--- src/rtl/n64_pkg.sv ---
// n64_pkg: shared N64 poller types and bit-index constants.
//  state_t        poller FSM states
//  N64_CMD_POLL   host poll command byte
//  R_*            reply bit indices (bit 31 is received first)
//  BTN_*          button-vector indices shared with controller_SM
package n64_pkg;
  typedef enum logic [2:0] {IDLE, TX_BIT, TX_STOP, RX_WAIT, RX_BIT, RX_STOP, UPDATE, FAIL} state_t;
  localparam logic [7:0] N64_CMD_POLL = 8'h01;
  localparam int R_A = 31, R_B = 30, R_Z = 29, R_START = 28;
  localparam int R_DUP = 27, R_DDOWN = 26, R_DLEFT = 25, R_DRIGHT = 24;
  localparam int R_RST = 23, R_L = 21, R_R = 20;
  localparam int R_CUP = 19, R_CDOWN = 18, R_CLEFT = 17, R_CRIGHT = 16;
  localparam int R_X = 8, R_Y = 0;
  localparam int BTN_UP = 0, BTN_DOWN = 1, BTN_LEFT = 2, BTN_RIGHT = 3;
  localparam int BTN_START = 4, BTN_SEL = 5, BTN_A = 6, BTN_B = 7;
  localparam int BTN_X = 8, BTN_Y = 9, BTN_L = 10, BTN_R = 11;
endpackage

--- src/rtl/n64_poller_if.sv ---
// n64_poller_if: pad line and decoded controller outputs of the N64 poller.
//  n64_in       raw data-line level from the pad
//  n64_oe       1 = drive the line low, 0 = release
//  buttons_out  active-high button vector
//  stick_x/y    signed stick values from the last good reply
//  valid        one-cycle pulse when outputs update
//  link_ok      1 after a good reply, 0 after a timeout or reset
// master = poller side, slave = pad/consumer side.
interface n64_poller_if;
  logic n64_in;
  logic n64_oe;
  logic [11:0] buttons_out;
  logic [7:0] stick_x;
  logic [7:0] stick_y;
  logic valid;
  logic link_ok;
  modport master (input n64_in, output n64_oe, buttons_out, stick_x, stick_y, valid, link_ok);
  modport slave (output n64_in, input n64_oe, buttons_out, stick_x, stick_y, valid, link_ok);
endinterface

--- src/rtl/n64_line_sync.sv ---
// n64_line_sync: 2-FF synchronizer for the N64 data line plus registered falling-edge pulse.
//  clk, reset  system clock, asynchronous active-high reset
//  din         raw asynchronous line level
//  level       synchronized line level
//  fall        one-cycle pulse after level goes 1 -> 0
module n64_line_sync (
  input  logic clk,
  input  logic reset,
  input  logic din,
  output logic level,
  output logic fall
);
  logic s1, s2, s3;
  assign level = s2;
  // Line idles high through the pull-up, so reset to 1 to avoid a false edge.
  always_ff @(posedge clk or posedge reset)
    if (reset) begin
      s1 <= 1'b1;
      s2 <= 1'b1;
      s3 <= 1'b1;
      fall <= 1'b0;
    end else begin
      s1 <= din;
      s2 <= s1;
      s3 <= s2;
      fall <= s3 & ~s2;
    end
endmodule

--- src/rtl/n64_poller.sv ---
// n64_poller: polls an N64 controller over its one-wire line and decodes the 32-bit reply.
//  clk    system clock
//  reset  asynchronous active-high reset
//  bus    n64_poller_if.master: n64_in, n64_oe, buttons_out, stick_x, stick_y, valid, link_ok
// Optional macro N64_STICK_DPAD_EN: stick deflection beyond STICK_THRESH also sets d-pad bits.
module n64_poller
  import n64_pkg::*;
#(
  parameter int CLK_HZ = 12_000_000,
  parameter int POLL_PERIOD_US = 16667,
  parameter int TIMEOUT_US = 200,
  parameter int STICK_THRESH = 32
) (
  input logic clk,
  input logic reset,
  n64_poller_if.master bus
);
  localparam int US = CLK_HZ / 1_000_000;
  localparam int CELL = 4 * US;
  localparam int TO = TIMEOUT_US * US;
  localparam int TW = $clog2((TO > CELL ? TO : CELL) + 1);
  localparam int PW = $clog2(POLL_PERIOD_US + 1);
  localparam int QW = $clog2(US);
  localparam logic signed [7:0] TH = 8'(STICK_THRESH);
`ifdef N64_STICK_DPAD_EN
  localparam logic DPAD_EN = 1'b1;
`else
  localparam logic DPAD_EN = 1'b0;
`endif
  state_t state;
  logic [QW-1:0] pre;
  logic [PW-1:0] poll_us;
  logic [TW-1:0] tmr, tmr_nx, tx_low;
  logic [4:0] idx;
  logic [31:0] sh;
  logic [11:0] btn, btn_nx;
  logic [7:0] sx, sy;
  logic oe, vld, lok, seen, lvl, fall, us_tick, poll_due, unused;
  logic signed [7:0] jx, jy;
  n64_line_sync u_sync (.clk(clk), .reset(reset), .din(bus.n64_in), .level(lvl), .fall(fall));
  assign bus.n64_oe = oe;
  assign bus.buttons_out = btn;
  assign bus.stick_x = sx;
  assign bus.stick_y = sy;
  assign bus.valid = vld;
  assign bus.link_ok = lok;
  assign us_tick = pre == QW'(US - 1);
  assign poll_due = poll_us == PW'(POLL_PERIOD_US);
  assign tmr_nx = tmr + 1'b1;
  // Command is sent MSB-first, so cell idx carries bit 7-idx.
  assign tx_low = N64_CMD_POLL[~idx[2:0]] ? TW'(US) : TW'(3 * US);
  assign jx = sh[R_X+:8];
  assign jy = sh[R_Y+:8];
  assign unused = ^{sh[R_RST], sh[22], sh[R_CUP], sh[R_CRIGHT]};
  always_comb begin
    btn_nx = '0;
    btn_nx[BTN_UP] = sh[R_DUP] | (DPAD_EN & (jy >= TH));
    btn_nx[BTN_DOWN] = sh[R_DDOWN] | (DPAD_EN & (jy <= -TH));
    btn_nx[BTN_LEFT] = sh[R_DLEFT] | (DPAD_EN & (jx <= -TH));
    btn_nx[BTN_RIGHT] = sh[R_DRIGHT] | (DPAD_EN & (jx >= TH));
    btn_nx[BTN_START] = sh[R_START];
    btn_nx[BTN_SEL] = sh[R_Z];
    btn_nx[BTN_A] = sh[R_A];
    btn_nx[BTN_B] = sh[R_B];
    btn_nx[BTN_X] = sh[R_CLEFT];
    btn_nx[BTN_Y] = sh[R_CDOWN];
    btn_nx[BTN_L] = sh[R_L];
    btn_nx[BTN_R] = sh[R_R];
  end
  always_ff @(posedge clk or posedge reset)
    if (reset) begin
      state <= IDLE;
      pre <= '0;
      poll_us <= '0;
      tmr <= '0;
      idx <= '0;
      sh <= '0;
      seen <= 1'b0;
      oe <= 1'b0;
      btn <= '0;
      sx <= '0;
      sy <= '0;
      vld <= 1'b0;
      lok <= 1'b0;
    end else begin
      vld <= 1'b0;
      pre <= us_tick ? '0 : pre + 1'b1;
      // Poll timer saturates so an overrunning transfer only delays the next poll.
      if (us_tick && !poll_due) poll_us <= poll_us + 1'b1;
      case (state)
        IDLE:
          if (poll_due) begin
            state <= TX_BIT;
            pre <= '0;
            poll_us <= '0;
            tmr <= '0;
            idx <= '0;
            oe <= 1'b1;
          end
        TX_BIT:
          if (tmr == TW'(CELL - 1)) begin
            tmr <= '0;
            oe <= 1'b1;
            if (idx == 5'd7) state <= TX_STOP;
            else idx <= idx + 1'b1;
          end else begin
            tmr <= tmr_nx;
            oe <= tmr_nx < tx_low;
          end
        TX_STOP:
          if (tmr == TW'(US - 1)) begin
            oe <= 1'b0;
            tmr <= '0;
            state <= RX_WAIT;
          end else tmr <= tmr_nx;
        RX_WAIT:
          if (fall) begin
            state <= RX_BIT;
            tmr <= '0;
            idx <= '0;
          end else if (tmr == TW'(TO - 1)) state <= FAIL;
          else tmr <= tmr_nx;
        RX_BIT: begin
          // tmr counts from the last falling edge; the mid-cell sample happens 2us in.
          if (fall) tmr <= '0;
          else if (tmr == TW'(TO - 1)) state <= FAIL;
          else tmr <= tmr_nx;
          if (!fall && tmr == TW'(2 * US - 1)) begin
            sh <= {sh[30:0], lvl};
            if (idx == 5'd31) begin
              state <= RX_STOP;
              tmr <= '0;
              seen <= 1'b0;
            end else idx <= idx + 1'b1;
          end
        end
        RX_STOP:
          if (seen && lvl) state <= UPDATE;
          else begin
            if (fall) seen <= 1'b1;
            if (tmr == TW'(TO - 1)) state <= FAIL;
            else tmr <= tmr_nx;
          end
        UPDATE: begin
          btn <= btn_nx;
          sx <= sh[R_X+:8];
          sy <= sh[R_Y+:8];
          vld <= 1'b1;
          lok <= 1'b1;
          state <= IDLE;
        end
        FAIL: begin
          btn <= '0;
          lok <= 1'b0;
          state <= IDLE;
        end
        default: state <= IDLE;
      endcase
    end
endmodule

--- src/flat_wrapper.sv ---
// flat-port wrapper written by rule: the top's interface ports become plain ports
module n64_poller_flat import n64_pkg::*;
#(
  parameter int CLK_HZ = 12_000_000,
  parameter int POLL_PERIOD_US = 16667,
  parameter int TIMEOUT_US = 200,
  parameter int STICK_THRESH = 32
)
  (clk, reset, bus_n64_in, bus_n64_oe, bus_buttons_out, bus_stick_x, bus_stick_y, bus_valid, bus_link_ok);
  n64_poller_if bus_i ();
  input logic clk;
  input logic reset;
  input wire logic [$bits(bus_i.n64_in)-1:0] bus_n64_in;
  output wire logic [$bits(bus_i.n64_oe)-1:0] bus_n64_oe;
  output wire logic [$bits(bus_i.buttons_out)-1:0] bus_buttons_out;
  output wire logic [$bits(bus_i.stick_x)-1:0] bus_stick_x;
  output wire logic [$bits(bus_i.stick_y)-1:0] bus_stick_y;
  output wire logic [$bits(bus_i.valid)-1:0] bus_valid;
  output wire logic [$bits(bus_i.link_ok)-1:0] bus_link_ok;
  assign bus_i.n64_in = bus_n64_in;
  assign bus_n64_oe = bus_i.n64_oe;
  assign bus_buttons_out = bus_i.buttons_out;
  assign bus_stick_x = bus_i.stick_x;
  assign bus_stick_y = bus_i.stick_y;
  assign bus_valid = bus_i.valid;
  assign bus_link_ok = bus_i.link_ok;
  n64_poller #(.CLK_HZ(CLK_HZ), .POLL_PERIOD_US(POLL_PERIOD_US), .TIMEOUT_US(TIMEOUT_US), .STICK_THRESH(STICK_THRESH)) u_core (.clk(clk), .reset(reset), .bus(bus_i));
endmodule
--- config.mk ---
export PLATFORM = sky130hd
export DESIGN_NAME = n64_poller_flat
export DESIGN_NICKNAME = d
export VERILOG_FILES = /design/src/rtl/n64_pkg.sv /design/src/rtl/n64_poller_if.sv /design/src/rtl/n64_line_sync.sv /design/src/rtl/n64_poller.sv /design/src/flat_wrapper.sv
export SDC_FILE = /design/constraint.sdc
export NUM_CORES = 1
export LEC_CHECK = 0
export CAP_MARGIN = 20
export CORE_MARGIN = 10
export CORE_UTILIZATION = 63
export CTS_CLUSTER_SIZE = 20
export DETAILED_ROUTE_END_ITERATION = 8
export PLACE_DENSITY_LB_ADDON = 0.15
export SETUP_SLACK_MARGIN = 0.5
export SYNTH_ARGS = -nofsm -noshare
export SYNTH_HDL_FRONTEND = slang
export SYNTH_SLANG_ARGS = --single-unit
--- constraint.sdc ---
create_clock -name clk -period 7.08 [get_ports clk]
set_input_delay 1.416 -clock clk [delete_from_list [all_inputs] [get_ports clk]]
set_output_delay 1.416 -clock clk [all_outputs]
set_load 0.01 [all_outputs]
Word level (Yosys, flattened, before mapping)
Memory sizes are Yosys's and may differ from the RTL's.
Index checks and enable logic that the tools add are counted.
Storage, ports and cells
  logic and storage cells: 118
  memory bits (read-only): 8
  memories kept: 1
  bits of input ports: 3
  output and inout port bits: 31
  register bits: 107
Cells by class
  muxes and demuxes: 47
  $lt $le $gt $ge: 2
  add/subtract/negate cells: 4
  eq/ne operators: 26
  reductions and logical operators: 18
  bitwise gates (word level): 3
Memory list
  (no name shown): words 8, width 1, read ports 1, clocked after Yosys merged registers in 0, wr ports 0, RTL line n64_poller.sv:51  | assign tx_low = N64_CMD_POLL[~idx[2:0]] ? TW'(US) : TW'(3 * US);
Operators by type and width (number)
  $mux 12: 8
  $pmux 12 s6: 1
  $mux 15: 3
  $mux 3: 10
  $mux 5: 6
  $pmux 12 s2: 1
  $pmux 3 s7: 1
  $pmux 5 s4: 1
  $add 15x1->15 const B: 1
  $eq 15x15->1 const B: 1
  $add 12x1->12 const B: 1
  $eq 12x12->1 const B: 1
  $eq 12x4->1 const B: 1
  $eq 12x5->1 const B: 1
  $eq 12x6->1 const B: 1
  $eq 3x3->1 const B: 4
  $lt 12x12->1: 1
  $mux 4: 3
  $ne 2x1->1 const B: 6
  $ne 2x2->1 const B: 5
  $mux 1: 9
  $reduce_and 7->1: 1
  $eq 3x2->1 const B: 2
  $mux 6: 1
  24 further kinds: 30

Longest topological paths before layout
Gate-level depths: netlist of run 1.
  depth after elaboration: 7
  mapped depth: 10
  mapped depth without buffers: 10

Hierarchy
From an unflattened synthesis of run 1, not the netlist that was laid out.
Unflattened totals
  cells, all modules: 492
  area, all modules: 5136.2 sq um
By module, submodules not included
  n64_poller: times used 1, seq. area each 2577.5 sq um, area an instance 5014.8 sq um, cells an instance 486
  n64_line_sync: times used 1, seq. area each 103.8 sq um, area an instance 121.4 sq um, cells an instance 6

Worst setup path before layout of run 1
Ideal clock, no wire load.
  path kind: register -> register
  start point: reg u_core.tmr[8]
  end point: reg u_core.idx[3]
  required time: 7000 ps
  buffers on the path: 1
  slack: 4674 ps
  stages on the path, launching flop included: 8
  arrival: 2326 ps
  path through: dfrtp_1 -> buf_6 -> or3_4 -> or4_4 -> o21ai_4 -> nand4_4 -> or4_4 -> o211ai_2
On the way
  longest elaborated chain between the ends: 4
Ends and longest elaborated chain
  start, declared: RTL line n64_poller.sv:33  | logic [TW-1:0] tmr, tmr_nx, tx_low;
  start signal, assigned: RTL line n64_poller.sv:107  | tmr <= tmr_nx;
  start signal, assigned: RTL line n64_poller.sv:115  | end else tmr <= tmr_nx;
  start signal, assigned: RTL line n64_poller.sv:122  | else tmr <= tmr_nx;
  $eq 12x5->1: RTL line n64_poller.sv:128  | if (!fall && tmr == TW'(2 * US - 1)) begin
  $logic_and 1x1->1: RTL line n64_poller.sv:128
  $ne 2x1->1 (no source line)
  $reduce_and 7->1 (no source line) *
  end signal, assigned: RTL line n64_poller.sv:105  | else idx <= idx + 1'b1;
  end signal, assigned: RTL line n64_poller.sv:134  | end else idx <= idx + 1'b1;
  end, declared: RTL line n64_poller.sv:34  | logic [4:0] idx;
Every way passes the cells marked *; elsewhere a longest branch is shown, timed or not.
A chain may end at the register's enable or synchronous reset.

Final worst setup path of run 1
  start point: reg u_core.idx[0]
  end point: reg u_core.tmr[0]
On the way
  longest elaborated chain between the ends: 4
Ends and longest elaborated chain
  $eq 5x5->1: RTL line n64_poller.sv:130  | if (idx == 5'd31) begin
  $mux 12: RTL line n64_poller.sv:130
  $mux 12: RTL line n64_poller.sv:128
  $pmux 12 s6: RTL line n64_poller.sv:90  | case (state)
  end signal, assigned: RTL line n64_poller.sv:107
  end signal, assigned: RTL line n64_poller.sv:127  | else tmr <= tmr_nx;
  end signal, assigned: RTL line n64_poller.sv:142  | else tmr <= tmr_nx;
No other way between the ends.

==> metrics, run 1 <==
Synth Register Bits=107; DR vias=3,628; fraction of layout cells with a size suffix above 1=13.44%; WL/cell=15.99 µm; Final Cycle Share=39.32%; GPL Wtd Cong=0.9424; Die W=110.0 µm; synth unique cells=62; worst endpoint required time=7380 ps; clock root cell=clkbuf_8; Post-synth EDFFs=0; Starting DRT DRC Count=212; Setup CP Type=flop to flop; htree depth=3; final setup violation count=0; Worst VDD drop=0.0001309 V; power per cell area=178.8 nW/µm²; Antenna Nets Post-Route=0; grt ovf=0; Clock transition at path regs=100 ps; HP Class=flop to flop; port bufs=33; crit start category=flop; clock sink count=107; largest net degree at the start of global routing=78; RSZ-0062 raised after global routing=false; slew of the pin with the lowest slew margin=940.9 ps; DIE AREA=12,100 µm²; Ports=34; Site Rows=32; CP Launch Point=u_core.idx[0]$_DFFE_PP0P_; setup ws final=4296 ps; # Post-CTS Setup Buffers=0; Syn Nets=492; cell count after synthesis=480; worst setup path endpoint=u_core.tmr[0]$_DFFE_PP0P_; FF-to-FF End=u_core.tmr[0]$_DFFE_PP0P_; Relative slew margins=36.74%; Worst Reg-to-Reg Cells=8; # resized after CTS=0; Nets=513; hold_buf cts=0; area grow syn2layout=11.62%; critical path peak fanout=7; worst hold start=u_core.u_sync.s1$_DFF_PP1_; Synth Cell Area=5102 µm²; f_max=359.2 MHz; CP arrival=3090 ps; Max clock buf depth=2; CTS tree=built; initial antenna violation count=0; Via-to-Cell Ratio=5.967; worst skew pair latency=370 ps; CORE AREA=7807 µm²; Initial Util=65.35%; ranking of synthesized cells by area=dfrtp_1 51%, mux2_2 7.3%, nand2_1 6.0%; Place WS=3954 ps; largest area contributor in the netlist=dfrtp_1; dpl hpwl=6845 µm; Post-synth top flop=dfrtp_1; Routed WL=9721 µm; Hold Vio Cnt, Final=0; yosys warns=0; first-pass GRT wire length=17,060 µm; outcome=completed; Final Max Tran Viols=0; number of diodes=0; Fin Clk Skew=12.57 ps; leakage power=2.769 nW; synthesized area per cell=10.63 µm²; cts bufs inserted=9; Global Route Usage Sum=17.24%; fin crit period=2784 ps; reg-to-reg slack, setup=4300 ps; Fin Setup TNS=0 ps; Crit. End Element=flop; register area share after synthesis=52.55%; die span in y=110.0 µm; Final Cell Area=5695 µm²; post-synth top area share=51.01%; FFs w/ async S/R, synth=100.0%; vias in the first global route=3,601; Reg-to-Reg Start=u_core.idx[0]$_DFFE_PP0P_; First-pass DRT Iterations=5; Remaining DRCs=0; placed inst area=5475 µm²; Max Cap Viol=0
==> power breakdown <==
part	internal, mW	switching, mW	leakage, nW
registers	0.613	0.00127	1.47
clock network	0.172	0.219	0.103
logic	0.00174	0.0115	1.19
==> cell families (layout without fill, tap and decap cells) <==
logic type	Yosys count	count (layout)	synth area share [%]
buffers and inverters	32	58	2.501
AO/OA/AOI/OAI	84	84	12.26
XOR/XNOR	18	18	3.090
AND/OR/NAND/NOR	191	191	18.93
flip-flops	107	107	52.55
multiplexers	38	38	8.264
adder cells (fa/ha/maj)	10	10	2.403
==> critical path, stage by stage (launching register included) <==
cell and delay, ps:
dfrtp_1 420, ha_1 260, and3_1 200, ha_1 200, and3_1 200, nand4_1 140
a21oi_1 160, o31ai_1 840, mux2_2 290
==> how the worst min path moves through the flow <==
stage	endpoint	cells past startpoint	slack (ps)
4_1_cts	u_core.u_sync.level$_DFF_PP1_	0	370
6_report	u_core.u_sync.level$_DFF_PP1_	0	370
2_1_floorplan	u_core.u_sync.level$_DFF_PP1_	0	350
5_1_grt	u_core.u_sync.level$_DFF_PP1_	0	370
3_3_place_gp	u_core.u_sync.level$_DFF_PP1_	0	350
3_5_place_dp	u_core.u_sync.level$_DFF_PP1_	0	350
==> through the flow <==
stage	total power [mW]	utilization, %	std cells	hold WS, ps
after CTS	1.025	72.85	607	368.6
after global routing	1.055	72.95	608	371.2
final	1.018	72.95	608	366.7
after detailed placement	0.6402	70.13	591	353.1
after global placement	0.6397	70.13	591	348.3
after floorplan	0.6346	-	480	345.2
==> layer usage <==
metal	share of wire, %	vias to the layer above	track usage (%)
li1	-	1750	-
met2	47	115	26.38
met5	0	-	0
met1	44	1751	23.70
met3	7.5	12	4.527
met4	1.2	0	5.019
==> cells in the final DEF (no fill, tap or decap), types with 10 or more instances in the layout <==
cell,n
xnor2_1,13
o21ai_0,17
clkdlybuf4s50_1,33
and3_1,10
nor2_1,23
a21oi_1,11
mux2_2,33
nor3_1,12
dfrtp_1,104
nand2_1,82
a22o_1,14
nand3_1,15
==> synthesized netlist by cell type (all sizes together), types with 2 or more instances <==
cell type  number
dfrtp         104
nand2          82
mux2           33
nor2           23
clkbuf         20
o21ai          18
nand3          15
a22o           14
xnor2          13
nor3           12
a21oi          11
and3           10
nand4          10
nor2b          10
ha              9
a21o            6
and2            6
buf             6
o31ai           6
inv             5
mux2i           5
xor2            5
nor4b           4
a211oi          3
a21boi          3
and4b           3
dfstp           3
o211ai          3
or2             3
a211o           2
a31oi           2
a41oi           2
and3b           2
nand2b          2
nor4bb          2
or3             2
or4             2
==> sequential cells by signal (all words and copies together) (netlist names) <==
signal and flops:
u_core.u_sync.level 1, u_core.bus.stick_y 8, u_core.bus.valid 1, u_core.bus.stick_x 8, u_core.idx 5, u_core.bus.n64_oe 1, u_core.tmr 12, u_core.poll_us 15
u_core.u_sync.fall 1, u_core.pre 4, u_core.seen 1, u_core.bus.link_ok 1, u_core.u_sync.s1 1, u_core.state 3, u_core.sh 32, u_core.bus.buttons_out 12
u_core.u_sync.s3 1
==> layout make-up <==
type,instances,area (µm²)
sequential,107,2681
multi-input combinational,341,2296
fill,574,2112
timing repair buffer,36,352.8
clock buffer,10,127.6
tap,102,127.6
clock inverter,6,85.08
inverter,6,25.02
(Power assumes the default switching activity.)
==> run 2: changes to the inputs <==
--- a/config.mk
+++ b/config.mk
@@ -7,7 +7,7 @@
 export LEC_CHECK = 0
 export CAP_MARGIN = 20
 export CORE_MARGIN = 10
-export CORE_UTILIZATION = 63
+export CORE_UTILIZATION = 59
 export CTS_CLUSTER_SIZE = 20
 export DETAILED_ROUTE_END_ITERATION = 8
 export PLACE_DENSITY_LB_ADDON = 0.15
==> constraint.sdc (replaced) <==
create_clock -name clk -period 2.65 [get_ports clk]
set_input_delay 0.53 -clock clk [delete_from_list [all_inputs] [get_ports clk]]
set_output_delay 0.53 -clock clk [all_outputs]
set_load 0.01 [all_outputs]
==> run 2 against run 1 <==
Hold slack worse by 1.6 ps. Global-route usage is 0.20 points higher. Clock skew increased by 4.1 ps.
==> metrics, run 2 (synthesis gave the netlist of run 1 again) <==
outcome=completed; Setup CP Type=flop to flop; crit start category=flop; WL/cell=17.31 µm; Routed WL=11,160 µm; CORE AREA=8299 µm²; reg-to-reg slack, setup=280 ps; dpl hpwl=7428 µm; DIE AREA=12,770 µm²; Nets=547; slew of the pin with the lowest slew margin=639.1 ps; clock sink count=107; Die W=113.0 µm; Worst Hold Path EP=u_core.u_sync.level$_DFF_PP1_; first-pass GRT wire length=18,840 µm; Antenna Nets Post-Route=0; CP arrival=2660 ps; Site Rows=33; First-pass DRT Iterations=5; FF-to-FF End=u_core.idx[3]$_DFFE_PP0P_; vias in the first global route=3,974; clock root cell=clkbuf_8; DR vias=3,879; Hold Vio Cnt, Final=0; Max Cap Viol=0; worst hold start=u_core.u_sync.s1$_DFF_PP1_; critical path peak fanout=4; hold_buf cts=0; worst skew pair latency=380 ps; Worst VDD drop=0.0003430 V; fin crit period=2366 ps; worst endpoint required time=2950 ps; cts bufs inserted=9; grt ovf=0; Remaining DRCs=0; Fin Clk Skew=16.70 ps; Fin Setup TNS=0 ps; Final Max Tran Viols=0; Worst Reg-to-Reg Cells=7; die span in y=113.0 µm; Crit. End Element=flop; CTS tree=built; port bufs=33; placed inst area=5670 µm²; fill count=568; power per cell area=448.1 nW/µm²; Multi-input gate area=2467 µm²; GPL Wtd Cong=0.9162; Clock transition at path regs=120 ps; Starting DRT DRC Count=206; leakage power=2.959 nW; Max clock buf depth=2; number of diodes=0; Largest Register=u_core.sh; Global Route Usage Sum=17.44%; fraction of layout cells with a size suffix above 1=23.33%; Reg-to-Reg Start=u_core.tmr[6]$_DFFE_PP0P_; HP Class=flop to flop; Place WS=205.0 ps; Initial Util=61.48%; htree depth=3; most frequent cells in the layout=103 x dfrtp_1, 82 x nand2_1, 33 x clkdlybuf4s50_1, 32 x mux2_2, 30 x buf_4; Final Cycle Share=89.30%; most common cell after layout, fill and taps aside=dfrtp_1; Core Util, Final=74.75%; Relative slew margins=57.24%; max reg flops=32; setup ws final=283.6 ps; f_max=422.6 MHz; final setup violation count=0; initial antenna violation count=0; RSZ-0062 raised after global routing=true; Ports=34; Final Cell Area=6203 µm²; largest net degree at the start of global routing=46; Via-to-Cell Ratio=6.014; largest registers=u_core.sh x32, u_core.poll_us x15; register area=2683 µm²; area grow syn2layout=21.58%; hold path cells=0
-- run 2: worst max-delay path, stage by stage (launching register included) --
cell and delay [ps]:
dfrtp_1 420, or3_4 410, or4_4 540, buf_6 150
o21ai_4 130, nand4_4 140, or4_4 450, o211ai_2 70
-- run 2: layout make-up --
type	count	share of cell area [%]
multi-input cells	341	39.77
clock buffers	9	1.997
repair buffers	70	10.65
flip-flops and latches	107	43.24
well taps	105	2.118
clock inverters	7	1.735
inverters	6	0.4841
-- run 2: where the power goes --
group | internal [mW] | leakage (nW) | switching (mW)
Clock | 0.471 | 0.114 | 0.626
Sequential | 1.64 | 1.47 | 0.00428
Combinational | 0.00979 | 1.37 | 0.0319
-- run 2: through the flow --
| stage | hold WS, ps | power, mW | std cells |
|---|---|---|---|
| after global routing | 377.2 | 2.869 | 645 |
| after detailed placement | 348.7 | 1.716 | 612 |
| after floorplan | 345.2 | 1.696 | 480 |
| after CTS | 366.7 | 2.812 | 640 |
| after global placement | 347.3 | 1.715 | 612 |
| final | 365.1 | 2.780 | 645 |
-- run 2: metal layers --
layer	vias up	track usage, %	routed length, µm
met5	-	0	0
met2	123	28.92	5479
met1	1907	21.72	4869
met4	0	6.853	248
li1	1824	-	-
met3	25	3.751	567
-- run 2: worst max path at each step --
stage               slack, ps                        end  cells after the start                         from
CTS                       350  u_core.tmr[7]$_DFFE_PP0P_                      7    u_core.tmr[8]$_DFFE_PP0P_
global placement          300  u_core.tmr[0]$_DFFE_PP0P_                      8    u_core.idx[0]$_DFFE_PP0P_
global route              170  u_core.tmr[4]$_DFFE_PP0P_                      9  u_core.state[2]$_DFFE_PP0P_
floorplan                 460  u_core.idx[3]$_DFFE_PP0P_                      7    u_core.tmr[8]$_DFFE_PP0P_
detailed placement        200  u_core.tmr[4]$_DFFE_PP0P_                      9    u_core.idx[0]$_DFFE_PP0P_
finish                    280  u_core.idx[3]$_DFFE_PP0P_                      7    u_core.tmr[6]$_DFFE_PP0P_
-- run 2: what timing repair did --
action / in CTS / in global routing
buffers inserted: 12 / 4
gates cloned: 0 / 1
pin swaps: 10 / 9
gates resized for setup: 23 / 19
endpoints found under the setup margin: 48 / 58
==> edit, RTL diff (flow settings as in run 2) <==
The option `N64_STICK_DPAD_EN` is turned on by a define.
--- a/src/rtl/n64_poller.sv
+++ b/src/rtl/n64_poller.sv
@@ -3,6 +3,8 @@
 //  reset  asynchronous active-high reset
 //  bus    n64_poller_if.master: n64_in, n64_oe, buttons_out, stick_x, stick_y, valid, link_ok
 // Optional macro N64_STICK_DPAD_EN: stick deflection beyond STICK_THRESH also sets d-pad bits.
+`define N64_STICK_DPAD_EN
+
 module n64_poller
   import n64_pkg::*;
 #(
Function: no difference found for any inputs over 10 cycles, from zero or initial values and one cycle with reset high; that may be too few to reach the edited logic, so the function may still have changed.
==> edit against run 2 <==
Final area up 0.44%; synthesized area up 3.5%; maximum frequency up 7.3%; global-route usage down 0.19 points; core utilization down 3.3 points; wire length up 0.19%; non-clock buffer count down 8; cell count up 1.2%; total power down 2.4%; sequential power about the same; worst setup slack better by 0.16 ns; clock power down 6%; sequential cell count unchanged; critical path type unchanged; highest routed layer unchanged.
==> edit: results (changes against run 2) <==
- Status: finished clean
- Synth Area in Adders: 0.0209 (-0.00317)
- PortBufs: 33 (unchanged)
- Int Power: 2030 uW (-4.3%)
- LEAKAGE: 0.00283 uW (-4.3%)
- Synthesized net count: 507 (+3.0%)
- Share of layout cells above drive strength 1: 0.266 (+0.0327)
- Drt pass-1 iters: 5 (unchanged)
- CP Data Arrival Time: 2.48 ns (-0.18 ns)
- Seq/Total Area, Yosys: 0.508 (-0.0176)
- Via count: 3999 (+3.1%)
- Worst-Margin Slew: 0.715 ns (+0.0754 ns)
- CP max-delay cell: dfrtp_1
- Synth unique cells: 69 (+11%)
- Multiplexer share of the synthesized area: 0.108 (+0.0250)
- Worst IR Drop VDD: 0.297 mV (-14%)
- Post-Synth XOR/XNOR Area: 0.0382 (+0.00726)
- Combinational fraction of design power: 0.017 (+0.002)
- Largest net degree at the start of global routing: 50 (+8.7%)
- Number of global-route vias before repair: 3839 (-3.4%)
- Drt initial violations: 529 (+160%)
- Post-place setup slack: 0.277 ns (+0.0716 ns)
- GRT Total Usage: 0.173 (-0.00189)
- Total wire length: 11200 um (+0.19%)
- Clock Latency Late Sink: ~0.4 ns
- Clock Power: 1030 uW (-6%)
- Slowest stage delay, CP: 0.38 ns (-0.16 ns)
- Synth top cells by count: dfrtp_1, nand2_1, mux2_2, nor2_1, nand3_1
- Worst Hold Class: register to register
- First-pass GRT wire length: 18700 um (-0.55%)
- Top cells by area, synth: dfrtp_1, mux2_2, nand2_1
- DP Wirelength: 7440 um (+0.20%)
- CP max FO: 3 (-1)
- Placement Cell Area: 0.00576 mm^2 (+1.6%)
- Post-synthesis compound-gate area fraction: 0.110 (-0.0129)
- Clock skew: 0.0125 ns (-0.00420 ns)
- GPL Wtd Cong: 0.916 (about the same)
- NumNets Final: 551 (+0.73%)
## edit: cell type report
type | instances | area, um^2
repair buffers | 62 | 586
clock buffers | 9 | 124
clock inverters | 7 | 80.1
multi-input cells | 347 | 2560
inverters | 13 | 52.6
fillers | 628 | 2490
flip-flops and latches | 107 | 2690
well taps | 108 | 135
## edit: cell families (layout without fill, tap and decap cells)
logic type,count (synthesis),in the layout
compound gates,79,79
xor+xnor,23,23
buf+inv,42,91
fa+ha+maj,9,9
simple gates,185,185
mux,51,51
flops,107,107
## edit: path summary, 6_finish.rpt
kind | cells after the start | slack, ns | to | start
setup / recovery | 10 | 0.44 | u_core.tmr[7]$_DFFE_PP0P_ | u_core.idx[0]$_DFFE_PP0P_
hold / removal | 0 | 0.37 | u_core.u_sync.level$_DFF_PP1_ | u_core.u_sync.s1$_DFF_PP1_
setup reg to reg | 10 | 0.44 | u_core.tmr[7]$_DFFE_PP0P_ | u_core.idx[0]$_DFFE_PP0P_
hold reg to reg | 0 | 0.37 | u_core.u_sync.level$_DFF_PP1_ | u_core.u_sync.s1$_DFF_PP1_
max in group asynchronous | 3 | 1.44 | u_core.tmr[4]$_DFFE_PP0P_ | reset
min in group asynchronous | 2 | 0.55 | u_core.bus.stick_y[2]$_DFFE_PP0P_ | reset
## edit: per-stage QoR
stage / power [uW] / std cells
finish: 2710 / 653
global route: 2800 / 653
CTS: 2730 / 649
detailed placement: 1720 / 623
global placement: 1720 / 623
floorplan: 1700 / 496
## edit: layer usage
metal	track usage	vias to the layer above	part of all wire
met5	0	-	0
met4	0.0585	0	0.023
met3	0.0377	34	0.061
met2	0.264	144	0.47
met1	0.237	1953	0.44
li1	-	1868	-
## edit: repair_timing
item / CTS / global route
pin swaps: 4 / 4
gates resized for setup: 17 / 23
buffers inserted: 10 / 4
endpoints found under the setup margin: 15 / 51
